--- src/rtl/sr_frame_pkg.sv ---
// Shared definitions for the Schumann-resonance field frame receiver:
// sync bytes, parser states and the 3-byte sample decode.
package sr_frame_pkg;

  localparam int unsigned WIDTH   = 18;
  localparam int unsigned N_CH    = 5;
  localparam int unsigned FIELD_W = N_CH * WIDTH;
  localparam int unsigned CH_W    = $clog2(N_CH);

  localparam logic [7:0] SYNC0 = 8'hA5;
  localparam logic [7:0] SYNC1 = 8'h5A;

  typedef enum logic [2:0] {
    ST_HUNT0,
    ST_HUNT1,
    ST_SEQ,
    ST_DATA,
    ST_CHK,
    ST_COMMIT
  } state_t;

  typedef struct packed {
    logic             fmt_err;
    logic [WIDTH-1:0] sample;
  } sample_t;

  // raw = {b0, b1, b2}; b0[7:2] must replicate the sample sign bit b0[1]
  function automatic sample_t decode_sample(input logic [23:0] raw);
    sample_t r;
    r.sample  = raw[WIDTH-1:0];
    r.fmt_err = (raw[23:18] != {6{raw[17]}});
    return r;
  endfunction

endpackage

--- src/rtl/sr_frame_field_buffer.sv ---
// Pending/applied double buffer: commits land in pending, ticks move them to
// the applied field, and a stale field is zeroed after HOLD_TICKS ticks.
module sr_frame_field_buffer
  import sr_frame_pkg::*;
#(
  parameter int unsigned HOLD_TICKS = 64
) (
  input  logic               clk,
  input  logic               rst_n,
  input  logic               commit,
  input  logic               tick,
  input  logic [FIELD_W-1:0] field_in,
  output logic [FIELD_W-1:0] field_out,
  output logic               field_valid
);

  localparam int unsigned HOLD_W = $clog2(HOLD_TICKS + 1);

  logic [FIELD_W-1:0] pend_q;
  logic               pend_valid_q;
  logic [HOLD_W-1:0]  hold_q;

  always_ff @(posedge clk or negedge rst_n) begin
    if (!rst_n) begin
      pend_q       <= '0;
      pend_valid_q <= 1'b0;
      hold_q       <= '0;
      field_out    <= '0;
      field_valid  <= 1'b0;
    end else begin
      // apply looks at the registered pending flag, so a same-cycle commit waits a tick
      if (tick) begin
        if (pend_valid_q) begin
          field_out   <= pend_q;
          field_valid <= 1'b1;
          hold_q      <= '0;
        end else if (field_valid) begin
          if (hold_q == HOLD_W'(HOLD_TICKS - 1)) begin
            field_out   <= '0;
            field_valid <= 1'b0;
            hold_q      <= '0;
          end else begin
            hold_q <= hold_q + HOLD_W'(1);
          end
        end
      end
      if (commit) begin
        pend_q       <= field_in;
        pend_valid_q <= 1'b1;
      end else if (tick) begin
        pend_valid_q <= 1'b0;
      end
    end
  end

endmodule

--- src/rtl/sr_field_frame_receiver.sv ---
// Byte-stream receiver that parses host frames carrying a 5-harmonic field
// and hands good frames to the tick-aligned field buffer.
module sr_field_frame_receiver
  import sr_frame_pkg::*;
#(
  parameter int unsigned BYTE_TIMEOUT = 1024,
  parameter int unsigned HOLD_TICKS   = 64
) (
  input  logic               clk,
  input  logic               rst_n,
  input  logic               clk_4khz_en,
  input  logic [7:0]         s_data,
  input  logic               s_valid,
  output logic               s_ready,
  output logic [FIELD_W-1:0] sr_field_packed,
  output logic               field_valid,
  output logic               frame_ok,
  output logic               frame_err,
  output logic               seq_gap,
  output logic [15:0]        frame_count,
  output logic [15:0]        err_count
);

  localparam int unsigned IDLE_W = $clog2(BYTE_TIMEOUT);

  state_t                  state_q, state_d;
  logic                    ok_d, err_d, gap_d;
  logic [7:0]              seq_q, xor_q, ref_q;
  logic                    ref_valid_q;
  logic [CH_W-1:0]         ch_idx_q;
  logic [1:0]              pos_q;
  logic [N_CH-1:0][23:0]   shadow_q;
  logic [IDLE_W-1:0]       idle_q;
  logic                    acc_c, framing_c, timeout_c, last_data_c, fmt_err_c;
  logic [FIELD_W-1:0]      field_c;
  sample_t                 dec_c;

  assign acc_c       = s_valid && s_ready;
  assign framing_c   = (state_q == ST_SEQ) || (state_q == ST_DATA) || (state_q == ST_CHK);
  assign timeout_c   = framing_c && !acc_c && (idle_q == IDLE_W'(BYTE_TIMEOUT - 1));
  assign last_data_c = (ch_idx_q == CH_W'(N_CH - 1)) && (pos_q == 2'd2);

  // decode all shadow channels; any bad sign extension poisons the frame
  always_comb begin
    fmt_err_c = 1'b0;
    field_c   = '0;
    dec_c     = '0;
    for (int k = 0; k < N_CH; k++) begin
      dec_c     = decode_sample(shadow_q[k]);
      fmt_err_c = fmt_err_c | dec_c.fmt_err;
      field_c[k*WIDTH +: WIDTH] = dec_c.sample;
    end
  end

  always_ff @(posedge clk or negedge rst_n) begin
    if (!rst_n) state_q <= ST_HUNT0;
    else        state_q <= state_d;
  end

  always_comb begin
    state_d = state_q;
    ok_d    = 1'b0;
    err_d   = 1'b0;
    gap_d   = 1'b0;
    case (state_q)
      ST_HUNT0: if (acc_c && s_data == SYNC0) state_d = ST_HUNT1;
      ST_HUNT1: begin
        if (acc_c) begin
          if (s_data == SYNC1)      state_d = ST_SEQ;
          else if (s_data != SYNC0) state_d = ST_HUNT0;
        end
      end
      ST_SEQ:   if (acc_c) state_d = ST_DATA;
      ST_DATA:  if (acc_c && last_data_c) state_d = ST_CHK;
      ST_CHK: begin
        if (acc_c) begin
          if (s_data == xor_q && !fmt_err_c) begin
            state_d = ST_COMMIT;
          end else begin
            state_d = ST_HUNT0;
            err_d   = 1'b1;
          end
        end
      end
      ST_COMMIT: begin
        state_d = ST_HUNT0;
        ok_d    = 1'b1;
        gap_d   = ref_valid_q && (seq_q != 8'(ref_q + 8'd1));
      end
      default: state_d = ST_HUNT0;
    endcase
    if (timeout_c) begin
      state_d = ST_HUNT0;
      err_d   = 1'b1;
    end
  end

  always_ff @(posedge clk or negedge rst_n) begin
    if (!rst_n) begin
      s_ready     <= 1'b0;
      frame_ok    <= 1'b0;
      frame_err   <= 1'b0;
      seq_gap     <= 1'b0;
      frame_count <= '0;
      err_count   <= '0;
      seq_q       <= '0;
      xor_q       <= '0;
      ref_q       <= '0;
      ref_valid_q <= 1'b0;
      ch_idx_q    <= '0;
      pos_q       <= '0;
      shadow_q    <= '0;
      idle_q      <= '0;
    end else begin
      s_ready   <= (state_d != ST_COMMIT);
      frame_ok  <= ok_d;
      frame_err <= err_d;
      seq_gap   <= gap_d;
      if (ok_d && frame_count != 16'hFFFF) frame_count <= frame_count + 16'd1;
      if (err_d && err_count != 16'hFFFF)  err_count   <= err_count + 16'd1;
      if (ok_d) begin
        ref_q       <= seq_q;
        ref_valid_q <= 1'b1;
      end
      if (acc_c || !framing_c) idle_q <= '0;
      else                     idle_q <= idle_q + IDLE_W'(1);
      if (acc_c && state_q == ST_SEQ) begin
        seq_q    <= s_data;
        xor_q    <= s_data;
        ch_idx_q <= '0;
        pos_q    <= '0;
      end
      if (acc_c && state_q == ST_DATA) begin
        shadow_q[ch_idx_q] <= {shadow_q[ch_idx_q][15:0], s_data};
        xor_q              <= xor_q ^ s_data;
        if (pos_q == 2'd2) begin
          pos_q    <= '0;
          ch_idx_q <= ch_idx_q + CH_W'(1);
        end else begin
          pos_q <= pos_q + 2'd1;
        end
      end
    end
  end

  sr_frame_field_buffer #(
    .HOLD_TICKS (HOLD_TICKS)
  ) u_field_buffer (
    .clk         (clk),
    .rst_n       (rst_n),
    .commit      (state_q == ST_COMMIT),
    .tick        (clk_4khz_en),
    .field_in    (field_c),
    .field_out   (sr_field_packed),
    .field_valid (field_valid)
  );

endmodule

--- config.mk ---
export PLATFORM = sky130hd
export DESIGN_NAME = sr_field_frame_receiver
export DESIGN_NICKNAME = d
export VERILOG_FILES = /design/src/rtl/sr_frame_pkg.sv /design/src/rtl/sr_frame_field_buffer.sv /design/src/rtl/sr_field_frame_receiver.sv
export SDC_FILE = /design/constraint.sdc
export NUM_CORES = 1
export LEC_CHECK = 0
export CAP_MARGIN = 10
export CORE_ASPECT_RATIO = 0.8
export CORE_MARGIN = 5
export CORE_UTILIZATION = 38
export DETAILED_ROUTE_END_ITERATION = 16
export MAX_ROUTING_LAYER = met4
export PLACE_DENSITY = 0.62
export SETUP_SLACK_MARGIN = 0.15
export SLEW_MARGIN = 25
export SYNTH_ARGS = -nofsm -noshare
export SYNTH_HDL_FRONTEND = slang
export SYNTH_HIERARCHICAL = 1
export SYNTH_SLANG_ARGS = --single-unit
--- constraint.sdc ---
create_clock -name clk -period 6.3 [get_ports clk]
set_input_delay 1.26 -clock clk [delete_from_list [all_inputs] [get_ports clk]]
set_output_delay 1.26 -clock clk [all_outputs]
set_load 0.005 [all_outputs]
==> results of run 1 <==
-- synth_stat cells, types with 5 or more instances --
master | n | share of area
o2111ai_1 | 5 | 0.0027
mux2_2 | 138 | 0.095
o21ai_0 | 189 | 0.058
clkbuf_1 | 47 | 0.011
a21oi_1 | 38 | 0.012
and4_1 | 6 | 0.0032
and3_1 | 8 | 0.0030
buf_2 | 34 | 0.010
clkbuf_2 | 10 | 0.0030
inv_1 | 8 | 0.0018
dfrtp_1 | 388 | 0.59
xnor2_1 | 44 | 0.023
nor3_1 | 10 | 0.0030
nor2_1 | 67 | 0.015
nand3_1 | 38 | 0.012
xor2_1 | 10 | 0.0053
mux4_2 | 5 | 0.0069
a22o_1 | 8 | 0.0043
nand2_1 | 291 | 0.066
nor2b_1 | 11 | 0.0042
o21ai_1 | 15 | 0.0046
ha_1 | 7 | 0.0053
mux2i_1 | 27 | 0.016
a31oi_1 | 7 | 0.0027
nand4_1 | 13 | 0.0050
-- cell type report --
type,count,share of cell area
Sequential cell,388,0.494
Multi-Input combinational cell,999,0.321
Timing Repair Buffer,157,0.0785
Clock buffer,55,0.0595
Tap cell,560,0.0357
Clock inverter,13,0.00892
Inverter,10,0.00197
-- how the worst max path moves through the flow --
stage                        from                        to  slack, ns
after detailed placement  s_valid  shadow_q[21]$_DFFE_PN0P_       1.89
after global placement    s_valid   field_c[11]$_DFFE_PN0P_       1.99
after floorplan           s_valid   field_c[37]$_DFFE_PN0P_       3.54
final                     s_valid   field_c[42]$_DFFE_PN0P_       2.59
after global routing      s_valid   field_c[42]$_DFFE_PN0P_       2.40
after CTS                 s_valid   field_c[15]$_DFFE_PN0P_       2.48
-- power by group --
group,switching (µW),internal [µW],total [µW],leakage (µW)
Sequential,464,2910,3380,0.00518
Clock,973,1460,2430,0.000665
Combinational,827,548,1370,0.00279
Total,2260,4920,7180,0.00863
-- per-stage QoR --
step	setup WS, ns	area [µm²]	hold slack (ns)	util
2_1_floorplan	3.54	16400	0.435	-
6_report	2.59	19600	0.471	0.457
5_1_grt	2.40	19600	0.510	0.457
3_3_place_gp	1.99	18300	0.450	0.425
4_1_cts	2.48	19600	0.470	0.457
3_5_place_dp	1.89	18300	0.452	0.425
-- sequential cells by signal (all words and copies together) (netlist names) --
register / cells
frame_ok: 1
seq_gap: 1
pos_q: 2
frame_err: 1
state_q: 3
field_c: 72
ref_valid_q: 1
ch_idx_q: 3
u_field_buffer/pend_q: 90
u_field_buffer/pend_valid_q: 1
ref_q: 8
dec_c: 18
u_field_buffer/hold_q: 7
frame_count: 16
u_field_buffer/field_out: 90
xor_q: 8
shadow_q: 30
err_count: 16
s_ready: 1
u_field_buffer/field_valid: 1
seq_q: 8
idle_q: 10
-- cells by family (layout without fill, tap and decap cells) --
group | after synthesis | in the layout
DFF | 388 | 388
xor gates and xnor gates | 54 | 54
AOI/OAI and AO/OA | 286 | 286
buffers and inverters | 103 | 235
and+or+nand+nor | 480 | 480
muxes | 172 | 172
adders and majority gates | 7 | 7
-- cell usage in the layout, fill, tap and decap left out, types with 8 or more instances in the layout --
| cell type | instances |
|---|---|
| mux2_2 | 138 |
| xor2_1 | 10 |
| nor2_1 | 67 |
| buf_4 | 18 |
| and3_1 | 8 |
| o21ai_0 | 187 |
| nand4_1 | 13 |
| inv_1 | 8 |
| nor2b_1 | 11 |
| dfrtp_1 | 388 |
| clkbuf_8 | 9 |
| clkbuf_16 | 41 |
| clkdlybuf4s50_1 | 137 |
| mux2i_1 | 27 |
| a21oi_1 | 38 |
| nand3_1 | 38 |
| nand2_1 | 290 |
| nor3_1 | 10 |
| a22o_1 | 8 |
| xnor2_1 | 44 |
| o21ai_1 | 17 |
-- routing by layer --
layer  global-route usage  part of all wire  up-vias
met5                    -                 0        -
met4               0.0359             0.016        0
met3               0.0335             0.052       54
met2                0.250              0.43      267
met1                0.266              0.50     5650
li1                     -                 -     5350
-- worst reg2reg max path, stage by stage (launching register included) --
cell and delay [ns]:
dfrtp_1 0.45, nor2b_1 0.28, nand3_1 0.61, nor4_4 0.86
buf_4 0.31, mux2_2 0.34
==> reports/qor.yml, run 1 <==
avgSynthCellArea_um2: 11.0
slowest_stage: "nor4_4"
yosys.area_share.simple: 0.131
ir_worst_vdd_v: 0.000188
dr.first_iter.drc_count: 949
finalWirelength_um: 41100
start_util: 0.382
vias: 11300
power_leakage_uw: 0.00863
synth_top_family_by_area: "simple AND/OR/NAND/NOR gates"
final.period_utilization: 0.589
fin_crit_ns: 3.71
area_delta_synth_final_pct: 19.6
hp-class: "flip-flop to flip-flop"
rsz0062_at_grt: "no"
ys_seq_area_frac: 0.591
cts_tree: "done"
cts_max_path_buffers: 3
r2r-start: "state_q[0]$_DFF_PN0_"
yosysWarnings: 6
syn_nets: 1509
cts_sinks: 388
diodes: 0
overflow: 0
clkLatencyLatePin_ns: 0.54
async_flop_share: 1.00
reg2reg_to: "field_c[42]$_DFFE_PN0P_"
synthCells: 1490
syn_area_mm2: 0.0164
antenna_found_initial: 0
numCtsBuffers: 41
tightest_slew_ns: 1.04
routedWlPerCell_um: 18.8
hold_end: "ref_valid_q$_DFFE_PN0P_"
worstSetupPathType: "input port to flip-flop"
outcome: "finished, final reports clean"
fillerInstances: 3899
slew_headroom: 0.296
grt_first_pass_wirelength_um: 66300
drc: 0
fin_nets: 1616
multi_input_area_mm2: 0.00631
drive_gt1_frac: 0.155
holdPathStages: 1
slew_viol_final: 0
reg2regPathDepth: 5
die_w_um: 242
synth_enable_flop_cells: 0
cts_hold_buffers: 0
synthAdderAreaFrac: 0.00533
total_power_uw: 7180
dieArea_mm2: 0.0475
dr.pass1.iters: 7
cp.depth: 6
finalHoldViolCount: 0
clk_pin_slew_worst_paths_ns: 0.06
finalSetupViolations: 0
cp_data_required_time_ns: 6.73
place.gp.congestion: 0.835
critPathMaxFanout: 21
viasPerCell: 5.19
cp_num_buf_inv: 2
maxCapViolCount: 0
grt_pass1_vias: 11300
dp_hpwl_um: 27600
finalNonFillerCells: 2182
cp-start-kind: "input port"
synth-main-ff-cell: "dfrtp_1"
core_mm2: 0.0430
path_cells: "clkdlybuf4s50_1, and2_0, nand3_1, nor4_4, buf_4, mux2_2"
fmax_mhz: 270
cp_top_family: "simple AND/OR/NAND/NOR gates"
muxShareOfSynthArea: 0.119
p_per_area_mw_per_mm2: 366
arrival_ns: 4.14
portBuffers: 138
register_area_mm2: 0.00971
dieHeight_um: 196
synth.distinct_cells: 66
synth_xor_area_frac: 0.0288
slowest_delay_ns: 0.85
num_io_pins: 139
grt_usage: 0.177
grt_max_degree: 129
cts.htree.levels: 2
final.setup.tns_ns: 0
dp.cells: 2114
critPathCaptureType: "flip-flop"
post_cts_buffers: 0
rows: 68
hp-start: "ref_valid_q$_DFFE_PN0P_"
synth-compound-area-share: 0.0971
r2r_slack_ns: 3.34
synth-seq-cells: 388
cts-resized-gates: 0
ant_nets: 0
finClkSkew_ns: 0.0145
ctsRootBufferMaster: "clkbuf_16"
No activity file was read; power rests on OpenSTA's default activity.
==> inputs of run 2 (changes only) <==
--- a/config.mk
+++ b/config.mk
@@ -11,7 +11,7 @@
 export CORE_UTILIZATION = 38
 export DETAILED_ROUTE_END_ITERATION = 16
 export MAX_ROUTING_LAYER = met4
-export PLACE_DENSITY = 0.62
+export PLACE_DENSITY = 0.64
 export SETUP_SLACK_MARGIN = 0.15
 export SLEW_MARGIN = 25
 export SYNTH_ARGS = -nofsm -noshare
==> constraint.sdc (replaced) <==
create_clock -name clk -period 3.4 [get_ports clk]
set_input_delay 0.68 -clock clk [delete_from_list [all_inputs] [get_ports clk]]
set_output_delay 0.68 -clock clk [all_outputs]
set_load 0.005 [all_outputs]
==> run 2 against run 1 <==
- clock power increased by 86%
- sequential share of layout area shrank 0.76 points
- sequential power up 86%
- critical endpoint is now err_count[1]$_DFFE_PN0P_
==> reports/qor.yml, run 2 (same netlist as run 1, synthesis figures left out) <==
outcome: "finished, final reports clean"  # unchanged
diodes: 0  # unchanged
switching_share: 0.314  # was 0.315
p_sw_uw: 4240  # was 2260 µW
ir_worst_vdd_v: 0.000348  # was 0.000188 V
finalHoldViolCount: 0  # unchanged
rows: 68  # unchanged
vias: 11700  # was 11300
routed-wl-met3_um: 2710  # was 2140 µm
start_util: 0.382  # unchanged
cts_hold_buffers: 0  # unchanged
final_common_cell: "dfrtp_1"  # unchanged
grt_max_degree: 102  # was 129
tightest_slew_ns: 0.944  # was 1.04 ns
cts-resized-gates: 0  # unchanged
final_cell_mix: "dfrtp_1 (388), nand2_1 (290), o21ai_0 (189)"  # was dfrtp_1 (388), nand2_1 (290), o21ai_0 (187)
worstSetupPathType: "flip-flop to flip-flop"  # was input port to flip-flop
finalWirelength_um: 41800  # was 41100 µm
dr.first_iter.drc_count: 1212  # was 949
power_leakage_uw: 0.00881  # was 0.00863 µW
critPathMaxFanout: 10  # was 21
numCtsBuffers: 40  # was 41
path_cells: "nor4_1, nand2_1, a222oi_1, buf_4, a31oi_2, o21ai_2, mux2_1"  # was clkdlybuf4s50_1, and2_0, nand3_1, nor4_4, buf_4, mux2_2
routedWlPerCell_um: 18.9  # was 18.8 µm
intPower_uw: 9270  # was 4920 µW
area_delta_synth_final_pct: 21.5  # was 19.6%
met1Wirelength_um: 20100  # was 20700 µm
ctsRootBufferMaster: "clkbuf_16"  # unchanged
hp-class: "input port to async pin"  # was flip-flop to flip-flop
finalSetupViolations: 0  # unchanged
antenna_found_initial: 0  # unchanged
slew_viol_final: 0  # unchanged
clkLatencyLatePin_ns: 0.53  # was 0.54 ns
place.gp.congestion: 0.858  # was 0.835
dieArea_mm2: 0.0475  # unchanged
clk_pin_slew_worst_paths_ns: 0.06  # about the same
viasPerCell: 5.28  # was 5.19
pwr-share-comb: 0.202  # was 0.191
slowest_delay_ns: 0.47  # was 0.85 ns
top_layer: "met4"  # unchanged
dpl_cell_area_mm2: 0.0186  # was 0.0183 mm²
wl_met2_um: 18300  # was 17600 µm
post-route-cell-area_mm2: 0.0199  # was 0.0196 mm²
arrival_ns: 2.92  # was 4.14 ns
cp.depth: 7  # was 6
fin_crit_ns: 2.51
cts_tree: "done"  # unchanged
grt_first_pass_wirelength_um: 68300  # was 66300 µm
cp-start-kind: "flip-flop"  # was input port
finClkSkew_ns: 0.00977  # was 0.0145 ns
final.setup.tns_ns: 0  # unchanged
reg2regPathDepth: 7  # was 5
num_io_pins: 139  # unchanged
core_mm2: 0.0430  # unchanged
pwr-share-seq: 0.464  # was 0.470
die_w_um: 242  # unchanged
post_cts_buffers: 0  # unchanged
maxCapViolCount: 0  # unchanged
drive_gt1_frac: 0.174  # was 0.155
grt_pass1_vias: 11800  # was 11300
overflow: 0  # unchanged
slew_headroom: 0.364  # was 0.296
slowest_stage: "a222oi_1"  # was nor4_4
dieHeight_um: 196  # unchanged
cp_num_buf_inv: 1  # was 2
final.period_utilization: 0.737
cts_sinks: 388  # unchanged
fmax_mhz: 399
power_frac_clock: 0.334  # was 0.339
p_per_area_mw_per_mm2: 677  # was 366 mW/mm²
drc: 0  # unchanged
ant_nets: 0  # unchanged
cts_max_path_buffers: 3  # unchanged
rsz0062_at_grt: "no"  # unchanged
portBuffers: 138  # unchanged
cp_data_required_time_ns: 3.82  # was 6.73 ns
critPathCaptureType: "flip-flop"  # unchanged
fin_nets: 1648  # was 1616
cts.htree.levels: 2  # unchanged
grt_usage: 0.180  # was 0.177
dr.pass1.iters: 5  # was 7
cp_top_family: "compound AO/OA/AOI/OAI gates"  # was simple AND/OR/NAND/NOR gates
dp_hpwl_um: 28500  # was 27600 µm
-- run 2: worst register-to-register path, delay by kind of cell, from the launching register on --
kind | cells | cell delay [ns]
AO/OA/AOI/OAI | 3 | 0.99
buffers and inverters | 1 | 0.21
flip-flops | 1 | 0.40
multiplexers | 1 | 0.34
AND/OR/NAND/NOR | 2 | 0.46
-- run 2: through the flow --
step           instances  worst slack [ns]  hold WS (ns)   util  power (µW)
2_1_floorplan       1490              1.22         0.384      -        7660
3_3_place_gp        2147             0.499         0.450  0.433        8920
3_5_place_dp        2147             0.456         0.456  0.433        9040
4_1_cts             2217             0.901         0.108  0.464       13600
5_1_grt             2217             0.718         0.126  0.464       14200
6_report            2217             0.894        0.0976  0.464       13500
-- run 2: routing by layer --
layer / GRT usage / up-vias
met3: 0.0342 / 53
met5: - / -
met2: 0.259 / 300
met4: 0.0385 / 0
li1: - / 5412
met1: 0.267 / 5936
-- run 2: power by group through the flow --
stage,clock (µW),combinational [µW],sequential (µW)
3_3_place_gp,0,2630,6290
4_1_cts,4620,2730,6250
5_1_grt,4820,3030,6360
6_report,4510,2730,6270
2_1_floorplan,0,1770,5890
3_5_place_dp,0,2710,6320
-- run 2: path summary, 6_finish.rpt --
| check | start | endpoint | slack, ns |
|---|---|---|---|
| max in group asynchronous | rst_n | u_field_buffer/field_out[28]$_DFFE_PN0P_ | 2.47 |
| hold reg to reg | ref_valid_q$_DFFE_PN0P_ | ref_valid_q$_DFFE_PN0P_ | 0.48 |
| hold / removal | rst_n | err_count[6]$_DFFE_PN0P_ | 0.1 |
| setup / recovery | shadow_q[92]$_DFFE_PN0P_ | err_count[1]$_DFFE_PN0P_ | 0.89 |
| setup reg to reg | shadow_q[92]$_DFFE_PN0P_ | err_count[1]$_DFFE_PN0P_ | 0.89 |
| min in group clk | ref_valid_q$_DFFE_PN0P_ | ref_valid_q$_DFFE_PN0P_ | 0.48 |
-- run 2: area by class of cell --
cell class	instances	area (µm²)
timing repair buffer	190	1850
multi-input combinational	999	6300
inverter	10	38.8
clock buffer	53	1150
fill	3915	23000
clock inverter	17	198
sequential	388	9710
tap	560	701
==> inputs of run 3 (changes only) <==
==> constraint.sdc (replaced) <==
create_clock -name clk -period 2.3 [get_ports clk]
set_input_delay 0.46 -clock clk [delete_from_list [all_inputs] [get_ports clk]]
set_output_delay 0.46 -clock clk [all_outputs]
set_load 0.005 [all_outputs]
==> run 3 against run 2 <==
- cell count grew 1.8%
- die area is the same
- clock power grew 52%
- global-route usage is essentially flat
- critical endpoint unchanged
==> reports/qor.yml, run 3 (same netlist as run 1, synthesis figures left out) <==
outcome: "finished, final reports clean"  # unchanged
maxCapViolCount: 0  # unchanged
ant_nets: 0  # unchanged
ir_worst_vdd_v: 0.000719  # was 0.000348 V
path_cells: "or4_1, nor4_2, o22a_2, a31oi_4, o21ai_2, mux2_4"  # was nor4_1, nand2_1, a222oi_1, buf_4, a31oi_2, o21ai_2, mux2_1
postLayoutCoreUtil: 0.477  # was 0.464
pwr-share-seq: 0.451  # was 0.464
dieHeight_um: 196  # unchanged
overflow: 0  # unchanged
routedWlPerCell_um: 18.5  # was 18.9 µm
dp_hpwl_um: 29200  # was 28500 µm
final_cell_mix: "dfrtp_1 (387), nand2_1 (290), o21ai_0 (189)"  # was dfrtp_1 (388), nand2_1 (290), o21ai_0 (189)
dr.pass1.iters: 5  # unchanged
start_util: 0.382  # unchanged
top_usage_layer: "met1"  # unchanged
slew_headroom: 0.656  # was 0.364
place.gp.congestion: 0.840  # was 0.858
finalHoldViolCount: 0  # unchanged
setup_ws_ns: 0.0186  # was 0.894 ns
ctsRootBufferMaster: "clkbuf_16"  # unchanged
r2r_slack_ns: 0.02  # was 0.89 ns
use_met3: 0.0275  # was 0.0342
slew_viol_final: 0  # unchanged
arrival_ns: 2.70  # was 2.92 ns
cts_sinks: 388  # unchanged
tightest_slew_ns: 0.516  # was 0.944 ns
switching_share: 0.308  # was 0.314
die_w_um: 242  # unchanged
cp_data_required_time_ns: 2.71  # was 3.82 ns
rows: 68  # unchanged
dieArea_mm2: 0.0475  # unchanged
fin_crit_ns: 2.28  # was 2.51 ns
grt_usage: 0.180  # about the same
grt_use_met2: 0.262  # was 0.259
cp-start-kind: "flip-flop"  # unchanged
use_met1: 0.268  # was 0.267
antenna_found_initial: 0  # unchanged
slowest_delay_ns: 0.54  # was 0.47 ns
cp_num_buf_inv: 0  # was 1
finalWirelength_um: 41800  # about the same
critPathMaxFanout: 5  # was 10
dr.first_iter.drc_count: 893  # was 1212
post-route-cell-area_mm2: 0.0205  # was 0.0199 mm²
clkLatencyLatePin_ns: 0.54  # was 0.53 ns
finClkSkew_ns: 0.0112  # was 0.00977 ns
rsz0062_at_grt: "yes"  # was no
fmax_mhz: 438  # was 399 MHz
place_worst_setup_slack_ns: -0.152  # was 0.456 ns
pwr-share-comb: 0.214  # was 0.202
fin_nets: 1685  # was 1648
hp-class: "input port to async pin"  # unchanged
num_io_pins: 139  # unchanged
finalSetupViolations: 0  # unchanged
clk_pin_slew_worst_paths_ns: 0.06  # about the same
viasPerCell: 5.21  # was 5.28
area_delta_synth_final_pct: 24.8  # was 21.5%
cp_top_family: "simple AND/OR/NAND/NOR gates"  # was compound AO/OA/AOI/OAI gates
dpl_cell_area_mm2: 0.0190  # was 0.0186 mm²
drive_gt1_frac: 0.193  # was 0.174
p_sw_uw: 6300  # was 4240 µW
cts_tree: "done"  # unchanged
critPathCaptureType: "flip-flop"  # unchanged
p_per_area_mw_per_mm2: 998  # was 677 mW/mm²
cts.htree.levels: 2  # unchanged
portBuffers: 138  # unchanged
grt_max_degree: 93  # was 102
core_mm2: 0.0430  # unchanged
worstSetupPathType: "flip-flop to flip-flop"  # unchanged
slowest_stage: "or4_1"  # was a222oi_1
drc: 0  # unchanged
cts_max_path_buffers: 3  # unchanged
intPower_uw: 14200  # was 9270 µW
final_common_cell: "dfrtp_1"  # unchanged
diodes: 0  # unchanged
numCtsBuffers: 41  # was 40
final.period_utilization: 0.992  # was 0.737
power_leakage_uw: 0.00908  # was 0.00881 µW
vias: 11700  # about the same
grt_pass1_vias: 11800  # about the same
grt_first_pass_wirelength_um: 67900  # was 68300 µm
power_frac_clock: 0.335  # was 0.334
-- run 3: changes by cell type in the layout (fill, tap and decap cells not counted), sizes merged --
cell / previous run / this run
inv: 9 / 10
clkinv: 9 / 5
clkinvlp: 5 / 1
buf: 53 / 87
a31oi: 8 / 9
clkbuf: 53 / 63
dlygate4sd3: 0 / 1
-- run 3: cell type report --
cell class | count | area [µm²]
clock buffer | 63 | 1250
clock inverter | 10 | 156
fill | 3921 | 22500
inverter | 10 | 38.8
multi-input combinational | 1000 | 6370
sequential | 388 | 9710
tap | 560 | 701
timing repair buffer | 225 | 2270
-- run 3: what timing repair did --
action	in CTS	in global routing
endpoints found under the setup margin	17	23
pin swaps	4	13
gates cloned	1	0
hold endpoints to repair	48	0
resized for setup	5	7
setup buffers	3	0
hold buffers	1	0
-- run 3: path summary, 6_finish.rpt --
kind,startpoint,to,depth (start not counted)
setup / recovery,shadow_q[117]$_DFFE_PN0P_,err_count[1]$_DFFE_PN0P_,6
hold / removal,rst_n,err_count[5]$_DFFE_PN0P_,2
setup reg to reg,shadow_q[117]$_DFFE_PN0P_,err_count[1]$_DFFE_PN0P_,6
hold reg to reg,u_field_buffer/pend_q[7]$_DFFE_PN0P_,u_field_buffer/field_out[7]$_DFFE_PN0P_,2
max in group asynchronous,rst_n,u_field_buffer/pend_q[29]$_DFFE_PN0P_,3
min in group clk,u_field_buffer/pend_q[7]$_DFFE_PN0P_,u_field_buffer/field_out[7]$_DFFE_PN0P_,2
-- run 3: worst reg2reg max path, stage by stage, from the launching register on --
cell and delay [ns]:
dfrtp_1 0.40, or4_1 0.54, nor4_2 0.22, o22a_2 0.31, a31oi_4 0.16, o21ai_2 0.21, mux2_4 0.31
-- run 3: through the flow --
| step | total power [µW] | setup TNS, ns | hold WS [ns] | std cells |
|---|---|---|---|---|
| 4_1_cts | 20600 | -0.114 | 0.464 | 2256 |
| 3_5_place_dp | 13600 | -6.62 | 0.437 | 2178 |
| 2_1_floorplan | 11300 | 0 | 0.164 | 1490 |
| 6_report | 20500 | 0 | 0.451 | 2256 |
| 3_3_place_gp | 13400 | -2.90 | 0.434 | 2178 |
| 5_1_grt | 21500 | -1.52 | 0.494 | 2256 |
-- run 3: power groups by stage --
stage,combinational (µW),sequential (µW),clock [µW]
final,4390,9230,6850
after global routing,4790,9340,7330
after CTS,4360,9180,7030
after detailed placement,4310,9290,0
after global placement,4180,9240,0
after floorplan,2610,8710,0
-- run 3: metal layers --
metal | part of all wire | vias to the layer above | routed length (µm)
met2 | 0.44 | 309 | 18400
met1 | 0.49 | 5890 | 20600
met5 | 0 | - | 0
met3 | 0.049 | 56 | 2040
met4 | 0.018 | 0 | 736
li1 | - | 5494 | -
==> RTL change: new RTL, flow settings as in run 2 <==
The parameter `BYTE_TIMEOUT` goes from 1024 to 2048.
--- a/src/rtl/sr_field_frame_receiver.sv
+++ b/src/rtl/sr_field_frame_receiver.sv
@@ -5,3 +5,3 @@
 #(
-  parameter int unsigned BYTE_TIMEOUT = 1024,
+  parameter int unsigned BYTE_TIMEOUT = 2048,
   parameter int unsigned HOLD_TICKS   = 64
Check against the original RTL: no difference found for any inputs over 4 cycles, from zero or initial values and one cycle with rst_n low; that may be too few to reach the edited logic, so the function may still have changed.
==> RTL change against run 2 <==
Design area shrank 0.60%. Core utilization grew 0.60 points. Worst setup slack worse by 110 ps. Worst hold slack improved by 57 ps. Sequential cell count rose by 1. Clock skew grew 5.4 ps. Synthesized area is 0.84% lower. Count of clock-buffer cells in the layout increased by 5. Wire length shrank 2.9%. Critical path type unchanged.
Power is not compared: it rests on default switching activity, and its combinational part moved more than twofold at a synthesized area within 25%.
==> RTL change: results (changes against run 2) <==
- Routed length per instance: 18.5 µm (-2.2%)
- Number of cells on the worst reg-to-reg path: 7 (unchanged)
- Pleak: about 9 nW
- Final clock-cell share: 7.10% (+0.34 points)
- Initial antenna violation count: 2 (+2)
- DR iter-0 viols: 904 (-25%)
- Clock buf count: 58 (+9.4%)
- Dpl cells: 2122 (-1.2%)
- Filler Cells Inserted: 3844 (-1.8%)
- Status: complete, no violations
- Share of layout cells above drive strength 1: 16.8% (-0.54 points)
- Final std cells w/o fill: 2199 (-0.81%)
- Sequential cell count: 389 (+0.26%)
- Most frequent cells after synthesis: dfrtp_1 (389), nand2_1 (321), o21ai_0 (179)
- Routability cong.: 0.886 (+3.2%)
- Post-Synth XOR/XNOR Area: 2.90% (+0.024 points)
- Diodes inserted: 2 (+2)
- Critical Path Max Stage Delay: 540 ps (+70 ps)
- Total GRT Usage: 17.9% (-0.11 points)
- Worst Clk Skew: 15.2 ps (+5.43 ps)
- Worst-Skew Late Latency: 550 ps (+20 ps)
- Multi-input gates: 985 (-1.4%)
- Post-synthesis mux area share: 11.9% (-0.014 points)
- Pin count of the biggest net entering global routing: 101 (-0.98%)
- Largest cells by area after synthesis: dfrtp_1 (60%), mux2_2 (9.3%), nand2_1 (7.4%), o21ai_0 (5.5%), xnor2_1 (1.7%)
- Yosys cell types: 65 (-1.5%)
- CP startpoint: shadow_q[44]
- WHS: 154 ps (+56.7 ps)
- Vias/cell: 5.19 (-1.7%)
- R2r setup slk: 790 ps (-110 ps)
- HPWL Detailed: 28100 µm (-1.3%)
- Vias in the first global route: 11600 (-0.99%)
- Slew Limit Headroom: 35.9% (-0.53 points)
- Place WS: 462 ps (+6.14 ps)
- Non-clk buf share: 9.07% (-0.21 points)
- Post-Synthesis Cells: 1475 (-1.0%)
- Top cell family by delay on the critical path: simple AND/OR/NAND/NOR gates
- Number of logic inverters in the finished layout: 13 (+3)
- First-pass GRT wire length: 66400 µm (-2.9%)
- Yosys top cell area share: 59.8% (+0.65 points)
- WP data arrival: 3040 ps (+120 ps)
- Post-synthesis sequential area ratio: 59.8% (+0.65 points)
- Max FO, Critical Path: 5 (-5)
- Yosys warning count: 6 (unchanged)
- Synth Area in Compound Gates: 8.73% (-0.98 points)
- Slowest cell on crit path: or4_1
- Final nets: 1632 (-0.97%)
- Post-cts sizing count: 0 (unchanged)
RTL change: cell types whose count changed in the layout (fill, tap and decap cells not counted), sizes merged, moves of 9 or more:
cell          run 2  this run
mux2i            27        18
nand2           291       321
o21ai           205       188
xnor2            44        32
xor2             10        22
RTL change: worst register-to-register path, stage by stage (launching register included):
cell and delay (ps):
dfrtp_1 390, or4_1 540, nor4_2 220, o22ai_1 290
nor4_4 400, o31ai_2 170, and2_4 190, mux2_4 290
RTL change: metal layers:
| metal | part of all wire (%) | GRT usage, % | up-vias |
|---|---|---|---|
| met1 | 46 | 25.3 | 5725 |
| met3 | 5.3 | 3.51 | 60 |
| met5 | 0 | - | - |
| met4 | 1.9 | 4.14 | 0 |
| met2 | 46 | 27.0 | 259 |
| li1 | - | - | 5359 |
RTL change: report_power, final:
group | total, W | switching, W | leakage (nW) | internal [W]
Clock | 0.00463 | 0.00184 | 0.698 | 0.00278
Sequential | 0.00463 | 0.000000623 | 5.42 | 0.00463
Combinational | 0.000163 | 0.000126 | 2.76 | 0.0000369
RTL change: stage by stage:
step / utilization [%] / cell area, µm²
finish: 47.0 / 19800
global route: 47.0 / 19800
CTS: 47.0 / 19800
detailed placement: 43.7 / 18400
global placement: 43.7 / 18400
floorplan: - / 16300
RTL change: kinds of logic (layout without fill, tap and decap cells):
group | Yosys count | in the layout
xor gates and xnor gates | 54 | 54
and+or+nand+nor | 497 | 497
DFF | 389 | 389
muxes | 166 | 166
other | 0 | 2
AOI/OAI and AO/OA | 261 | 261
buffers and inverters | 101 | 271
adders and majority gates | 7 | 7
